File: src/rtl/req_ack_pkg.sv
// ---------------------------------------------------------------------------
// req_ack_pkg
// Shared types and default constants for the req/ack scheduler slice.
//   sched_state_e   : scheduler FSM states (IDLE, WAIT_ACK, COOLDOWN)
//   *_DEF           : default parameter values used by req_ack_scheduler
//   next_index()    : round-robin pointer advance with wrap at n
// ---------------------------------------------------------------------------
package req_ack_pkg;

    typedef enum logic [1:0] {
        IDLE     = 2'd0,
        WAIT_ACK = 2'd1,
        COOLDOWN = 2'd2
    } sched_state_e;

    localparam int N_REQ_DEF       = 4;
    localparam int ACK_LATENCY_DEF = 4;
    localparam int MIN_GAP_DEF     = 8;

    // Index following idx in a ring of n entries.
    function automatic int next_index(input int idx, input int n);
        return (idx + 1 >= n) ? 0 : idx + 1;
    endfunction

endpackage

File: src/rtl/rr_arbiter.sv
// ---------------------------------------------------------------------------
// rr_arbiter
// Purely combinational round-robin pick: the first asserted request at or
// after the pointer, wrapping around the ring of N_REQ clients.
//   req_vec : request vector, one bit per client
//   ptr     : index where the search starts (0..N_REQ-1)
//   grant   : one-hot winner (all zero when nobody requests)
//   idx     : binary index of the winner (0 when nobody requests)
//   any     : at least one request present
// ---------------------------------------------------------------------------
module rr_arbiter #(
    parameter int N_REQ = 4
) (
    input  logic [N_REQ-1:0]         req_vec,
    input  logic [$clog2(N_REQ)-1:0] ptr,
    output logic [N_REQ-1:0]         grant,
    output logic [$clog2(N_REQ)-1:0] idx,
    output logic                     any
);

    localparam int IDX_W = $clog2(N_REQ);

    // Walk the ring starting at the pointer; the first hit wins and every
    // later candidate is ignored because 'any' is already set.
    always_comb begin : arb_scan
        int               cand;
        logic [IDX_W-1:0] cand_idx;
        grant    = '0;
        idx      = '0;
        any      = 1'b0;
        cand     = 0;
        cand_idx = '0;
        for (int k = 0; k < N_REQ; k++) begin
            cand = int'(ptr) + k;
            if (cand >= N_REQ) begin
                cand = cand - N_REQ;
            end
            cand_idx = IDX_W'(cand);
            if (!any && req_vec[cand_idx]) begin
                any             = 1'b1;
                idx             = cand_idx;
                grant[cand_idx] = 1'b1;
            end
        end
    end

endmodule

File: src/rtl/req_ack_scheduler.sv
// ---------------------------------------------------------------------------
// req_ack_scheduler
// Shares one single-pulse req/ack resource among N_REQ clients. Clients are
// granted round-robin, each grant issues a one-cycle req, the ack is checked
// to land exactly ACK_LATENCY cycles later, and consecutive reqs are kept at
// least MIN_GAP cycles apart. All outputs are registered.
//   clk, rst         : clock, synchronous active-high reset
//   client_req       : level request per client, held until granted
//   client_grant     : one-hot grant pulse, coincident with req
//   done_valid/id/ok : one-cycle transaction result for the granted client
//   hold             : blocks new reqs (sampled in IDLE only)
//   req, ack         : resource handshake
//   busy             : scheduler not in IDLE
//   err_missing_ack  : sticky, an expected ack did not arrive
//   err_spurious_ack : sticky, ack seen outside the expected cycle
//   reqs_issued      : wrapping count of req pulses
// ---------------------------------------------------------------------------
module req_ack_scheduler
    import req_ack_pkg::*;
#(
    parameter int N_REQ       = N_REQ_DEF,
    parameter int ACK_LATENCY = ACK_LATENCY_DEF,
    parameter int MIN_GAP     = MIN_GAP_DEF
) (
    input  logic                     clk,
    input  logic                     rst,
    input  logic [N_REQ-1:0]         client_req,
    output logic [N_REQ-1:0]         client_grant,
    output logic                     done_valid,
    output logic [$clog2(N_REQ)-1:0] done_id,
    output logic                     done_ok,
    input  logic                     hold,
    output logic                     req,
    input  logic                     ack,
    output logic                     busy,
    output logic                     err_missing_ack,
    output logic                     err_spurious_ack,
    output logic [7:0]               reqs_issued
);

    localparam int IDX_W  = $clog2(N_REQ);
    localparam int GAP_W  = $clog2(MIN_GAP + 1);
    localparam int MASK_W = $clog2(ACK_LATENCY + 1);

    // gap_cnt is loaded with MIN_GAP-1 in the req cycle, so the expected
    // ack cycle is the one where it has dropped by ACK_LATENCY.
    localparam logic [GAP_W-1:0]  GAP_LOAD  = GAP_W'(MIN_GAP - 1);
    localparam logic [GAP_W-1:0]  ACK_SLOT  = GAP_W'(MIN_GAP - 1 - ACK_LATENCY);
    localparam logic [GAP_W-1:0]  GAP_ONE   = GAP_W'(1);
    localparam logic [MASK_W-1:0] MASK_LOAD = MASK_W'(ACK_LATENCY);
    localparam logic [MASK_W-1:0] MASK_ONE  = MASK_W'(1);

    // Elaboration-time parameter sanity.
    if (N_REQ < 2 || N_REQ > 16) begin : g_bad_n_req
        $error("req_ack_scheduler: N_REQ must be within 2..16");
    end
    if (ACK_LATENCY < 1 || MIN_GAP <= ACK_LATENCY) begin : g_bad_timing
        $error("req_ack_scheduler: need MIN_GAP > ACK_LATENCY >= 1");
    end

    sched_state_e      state_q, state_d;
    logic [GAP_W-1:0]  gap_cnt, gap_cnt_d, gap_dec;
    logic [MASK_W-1:0] mask_cnt, mask_cnt_d;
    logic [IDX_W-1:0]  rr_ptr, rr_ptr_d;
    logic [IDX_W-1:0]  owner_id, owner_id_d;

    logic [N_REQ-1:0]  arb_grant;
    logic [IDX_W-1:0]  arb_idx;
    logic              arb_any;
    logic              ack_slot;

    logic              req_d;
    logic [N_REQ-1:0]  grant_d;
    logic              done_valid_d;
    logic [IDX_W-1:0]  done_id_d;
    logic              done_ok_d;
    logic              busy_d;
    logic              err_missing_d;
    logic              err_spurious_d;
    logic [7:0]        reqs_issued_d;

    rr_arbiter #(
        .N_REQ (N_REQ)
    ) u_arb (
        .req_vec (client_req),
        .ptr     (rr_ptr),
        .grant   (arb_grant),
        .idx     (arb_idx),
        .any     (arb_any)
    );

    // The single cycle in which ack is allowed, and the saturating
    // decrement shared by WAIT_ACK and COOLDOWN.
    assign ack_slot = (state_q == WAIT_ACK) && (gap_cnt == ACK_SLOT);
    assign gap_dec  = (gap_cnt != '0) ? gap_cnt - GAP_ONE : '0;

    // Next-state and next-output logic. Every register has a default so the
    // block stays latch-free; a case arm only overrides what it changes.
    always_comb begin
        state_d        = state_q;
        gap_cnt_d      = gap_cnt;
        rr_ptr_d       = rr_ptr;
        owner_id_d     = owner_id;
        mask_cnt_d     = (mask_cnt != '0) ? mask_cnt - MASK_ONE : '0;
        req_d          = 1'b0;
        grant_d        = '0;
        done_valid_d   = 1'b0;
        done_id_d      = '0;
        done_ok_d      = 1'b0;
        err_missing_d  = err_missing_ack;
        err_spurious_d = err_spurious_ack;
        reqs_issued_d  = reqs_issued;

        case (state_q)
            IDLE: begin
                if (!hold && arb_any) begin
                    req_d         = 1'b1;
                    grant_d       = arb_grant;
                    owner_id_d    = arb_idx;
                    rr_ptr_d      = IDX_W'(next_index(int'(arb_idx), N_REQ));
                    gap_cnt_d     = GAP_LOAD;
                    reqs_issued_d = reqs_issued + 8'd1;
                    state_d       = WAIT_ACK;
                end
            end
            WAIT_ACK: begin
                gap_cnt_d = gap_dec;
                if (ack_slot) begin
                    done_valid_d = 1'b1;
                    done_id_d    = owner_id;
                    done_ok_d    = ack;
                    if (!ack) begin
                        err_missing_d = 1'b1;
                    end
                    // With a tight MIN_GAP there may be no cooldown left.
                    if (gap_cnt <= GAP_ONE) begin
                        state_d   = IDLE;
                        gap_cnt_d = '0;
                    end else begin
                        state_d = COOLDOWN;
                    end
                end
            end
            COOLDOWN: begin
                gap_cnt_d = gap_dec;
                if (gap_cnt <= GAP_ONE) begin
                    state_d   = IDLE;
                    gap_cnt_d = '0;
                end
            end
            default: begin
                state_d   = IDLE;
                gap_cnt_d = '0;
            end
        endcase

        // Any ack outside the slot is spurious, except during the window
        // right after reset where an ack from before reset may still land.
        if (ack && !ack_slot && (mask_cnt == '0)) begin
            err_spurious_d = 1'b1;
        end

        busy_d = (state_d != IDLE);
    end

    // State and output registers. Reset abandons any transaction, clears the
    // sticky errors and arms the post-reset ack mask.
    always_ff @(posedge clk) begin
        if (rst) begin
            state_q          <= IDLE;
            gap_cnt          <= '0;
            mask_cnt         <= MASK_LOAD;
            rr_ptr           <= '0;
            owner_id         <= '0;
            req              <= 1'b0;
            client_grant     <= '0;
            done_valid       <= 1'b0;
            done_id          <= '0;
            done_ok          <= 1'b0;
            busy             <= 1'b0;
            err_missing_ack  <= 1'b0;
            err_spurious_ack <= 1'b0;
            reqs_issued      <= '0;
        end else begin
            state_q          <= state_d;
            gap_cnt          <= gap_cnt_d;
            mask_cnt         <= mask_cnt_d;
            rr_ptr           <= rr_ptr_d;
            owner_id         <= owner_id_d;
            req              <= req_d;
            client_grant     <= grant_d;
            done_valid       <= done_valid_d;
            done_id          <= done_id_d;
            done_ok          <= done_ok_d;
            busy             <= busy_d;
            err_missing_ack  <= err_missing_d;
            err_spurious_ack <= err_spurious_d;
            reqs_issued      <= reqs_issued_d;
        end
    end

`ifdef FORMAL
    // Last non-zero grant, used to cover grants to two different clients.
    logic [N_REQ-1:0] last_grant;

    always_ff @(posedge clk) begin
        if (rst) begin
            last_grant <= '0;
        end else if (client_grant != '0) begin
            last_grant <= client_grant;
        end
    end

    // Target protocol: req is a single-cycle pulse followed by at least
    // MIN_GAP-1 low cycles.
    a_req_single : assert property (@(posedge clk) disable iff (rst)
        req |=> !req);
    a_req_spacing : assert property (@(posedge clk) disable iff (rst)
        req |=> (!req) [*(MIN_GAP - 1)]);

    c_two_clients : cover property (@(posedge clk) disable iff (rst)
        (client_grant != '0) && (last_grant != '0) && (client_grant != last_grant));
    c_not_ok : cover property (@(posedge clk) disable iff (rst)
        done_valid && !done_ok);
`endif

endmodule

File: config.mk
export PLATFORM = sky130hd
export DESIGN_NAME = req_ack_scheduler
export DESIGN_NICKNAME = d
export VERILOG_FILES = /design/src/rtl/req_ack_pkg.sv /design/src/rtl/rr_arbiter.sv /design/src/rtl/req_ack_scheduler.sv
export SDC_FILE = /design/constraint.sdc
export NUM_CORES = 1
export LEC_CHECK = 0
export BUFFER_PORTS_ARGS = -buffer_cell sky130_fd_sc_hd__buf_2
export CAP_MARGIN = 5
export CORE_UTILIZATION = 49
export CTS_CLUSTER_SIZE = 10
export DETAILED_ROUTE_END_ITERATION = 12
export PLACE_DENSITY = 0.7
export SYNTH_ARGS = -nofsm -noshare
export SYNTH_HDL_FRONTEND = slang
export SYNTH_HIERARCHICAL = 1
export SYNTH_SLANG_ARGS = --single-unit
File: constraint.sdc
create_clock -name clk -period 6.6 [get_ports clk]
set_input_delay 1.32 -clock clk [delete_from_list [all_inputs] [get_ports clk]]
set_output_delay 1.32 -clock clk [all_outputs]
set_load 0.005 [all_outputs]
==> qor.csv <==
metric;value;unit
status;finished clean;
relSlewSlack;63.1;%
cts_resized;0;
antenna_found_initial;0;
die_y;61.1;microns
synth_cell_types;43;
yosysTopAreaCell;dfxtp_1;
start_util;51.3;%
synth.avg_cell_area;9.46;sq um
drive_above_1_share;22.5;%
grt_overflow_total;0;
antenna_cells;0;
fillers;298;
vdd.ir_drop.worst;180;uV
clk_pin_slew_worst_paths;0.10;ns
crit_type;in -> reg;
drtIter0Drc;92;
ant_nets;0;
synth_most_common_cell;dfxtp_1;
cts_tree;built;
fmax;311;MHz
vias;1343;
drtPass1Iterations;5;
cpPeakStageDelay;0.61;ns
wirelength;3.03;mm
wire_per_inst;11.9;microns
post-place-ws;3.03;ns
die_w;61.1;microns
grtUsageTotal;17.9;%
synth_top_area_share;38.6;%
yosysWarnings;6;
area_growth;12.6;%
cts.sinks;33;
pwr-share-seq;40.5;%
num_rows;21;
synth_cells;181;
htree_num_levels;2;
post_cts_buffers;0;
ys_top_cells_by_area;dfxtp_1 (39%), ha_1 (6.6%), nor2_1 (3.9%);
end_kind;flip-flop;
clk_path_buf_depth;2;
rsz0062_at_grt;no;
power.switching;0.215;mW
hold_viol_final;0;
ys.flop_type;dfxtp_1;
grt_pass1_vias;1177;
core;3340;sq um
synthArstFlopShare;0;%
start_kind;primary input;
hpwl;2.23;mm
grt_pass1_wl;4.97;mm
synth_area;1710;sq um
gp_congestion;0.840;
synth_nets;198;
synth_commonest_cells;dfxtp_1 (33), nor2_1 (18), nand2_1 (15);
cp_max_fo;13;
worstPathCellList;buf_2 -> mux4_2 -> nor4b_4 -> nor2_1 -> a32o_1 -> ha_1 -> or3_1 -> a21oi_1;
hold_buffers;0;
clock-skew-final;0.00866;ns
leakage;0.807;nW
clkPwrFrac;24.7;%
io_buffers;27;
max_slew.worst_pin.slew;0.553;ns
cap_violations;0;
sw_frac_of_total;34.1;%
finalMaxSlewViolations;0;
cts_made_buffers;5;
cts_root_buf;clkbuf_4;
drcViolationCount;0;
p_comb_share;34.8;%
intPower;0.417;mW
synth_edf_count;0;
io_pins;28;
setup_tns;0;ns
critPathRequiredTime;6.86;ns
p_per_area;328;nW/um^2
period_needed;3.21;ns
finalSetupViolCount;0;
fin_ws;3.39;ns
grt_max_degree;27;
via_per_inst;5.27;
finalCritPeriodShare;48.7;%
clock_insertion_delay_worst_skew;0.32;ns
crit_slowest_cell;mux4_2;
hold_class;reg -> reg;
yosysSeqAreaShare;38.6;%
arrival;3.47;ns
design.die.area;3740;sq um
fin_nets;225;
synth-seq-cells;33;
-- final timing paths --
path	cells past startpoint	slack, ns	end	from
worst max register to register	9	3.49	rr_ptr[0]	rr_ptr[0]
worst max-delay path	8	3.39	rr_ptr[0]	client_req[3]
worst min register to register	1	0.43	mask_cnt[0]	mask_cnt[0]
worst min-delay path	1	0.43	mask_cnt[0]	mask_cnt[0]
-- cells by family after synthesis --
kind of cell / count (synthesis) / share of synthesized area [%]
AOI/OAI and AO/OA: 37 / 14.0
xor gates and xnor gates: 8 / 4.09
adders and majority gates: 9 / 6.57
buffers and inverters: 16 / 5.77
DFF: 33 / 38.6
muxes: 7 / 7.60
and+or+nand+nor: 71 / 23.4
-- metrics by stage --
stage | power [mW] | utilization, % | cells | hold slack (ns) | cell area, sq um
2_1_floorplan | 0.445 | - | 181 | 0.400 | 1710
3_3_place_gp | 0.469 | 55.3 | 247 | 0.413 | 1840
3_5_place_dp | 0.481 | 55.3 | 247 | 0.419 | 1840
4_1_cts | 0.635 | 57.8 | 255 | 0.434 | 1930
5_1_grt | 0.675 | 57.8 | 255 | 0.452 | 1930
6_report | 0.632 | 57.8 | 255 | 0.428 | 1930
-- layout make-up --
cell class | count | area, sq um | area share [%]
clock inverters | 1 | 30.0 | 1.56
clock buffers | 7 | 55.1 | 2.85
inverters | 8 | 30.0 | 1.56
flip-flops and latches | 33 | 661 | 34.2
well taps | 46 | 57.6 | 2.98
repair buffers | 28 | 143 | 7.39
multi-input cells | 132 | 953 | 49.4
-- power groups by stage --
stage	combinational [mW]	clock (mW)	sequential (mW)
detailed placement	0.220	0	0.261
finish	0.220	0.156	0.256
floorplan	0.195	0	0.249
CTS	0.220	0.159	0.256
global route	0.246	0.167	0.262
global placement	0.210	0	0.259
-- layout by cell type, fill, tap and decap left out, types with 3 or more instances in the layout --
master,n
a21oi_1,11
a22oi_1,8
and2_1,7
buf_2,27
clkbuf_4,5
dfxtp_1,33
ha_1,9
inv_1,8
nand2_1,15
nand4_1,5
nor2_1,18
nor3_1,8
nor3b_1,3
o21ai_0,7
xor2_1,6
-- sequential cells by signal (all words and copies together), names as in the netlist, 2 cells and up --
signal        cells
mask_cnt          3
gap_cnt           4
state_q           2
reqs_issued       8
rr_ptr            2
done_id           2
client_grant      4
owner_id          2
-- worst max-delay path: cells and delay by family --
kind	cells	cell delay, ns
buffers and inverters	1	0.12
AO/OA/AOI/OAI	2	0.38
AND/OR/NAND/NOR	3	0.86
multiplexers	1	0.61
adder cells (fa/ha/maj)	1	0.17
-- layer usage --
layer / GRT usage, % / routed length, microns / up-vias
met5: 0 / 0 / -
met4: 7.14 / 43 / 0
met3: 4.41 / 114 / 5
met2: 30.4 / 1430 / 27
met1: 21.7 / 1450 / 615
li1: - / - / 696
No activity file was read; power rests on OpenSTA's default activity.
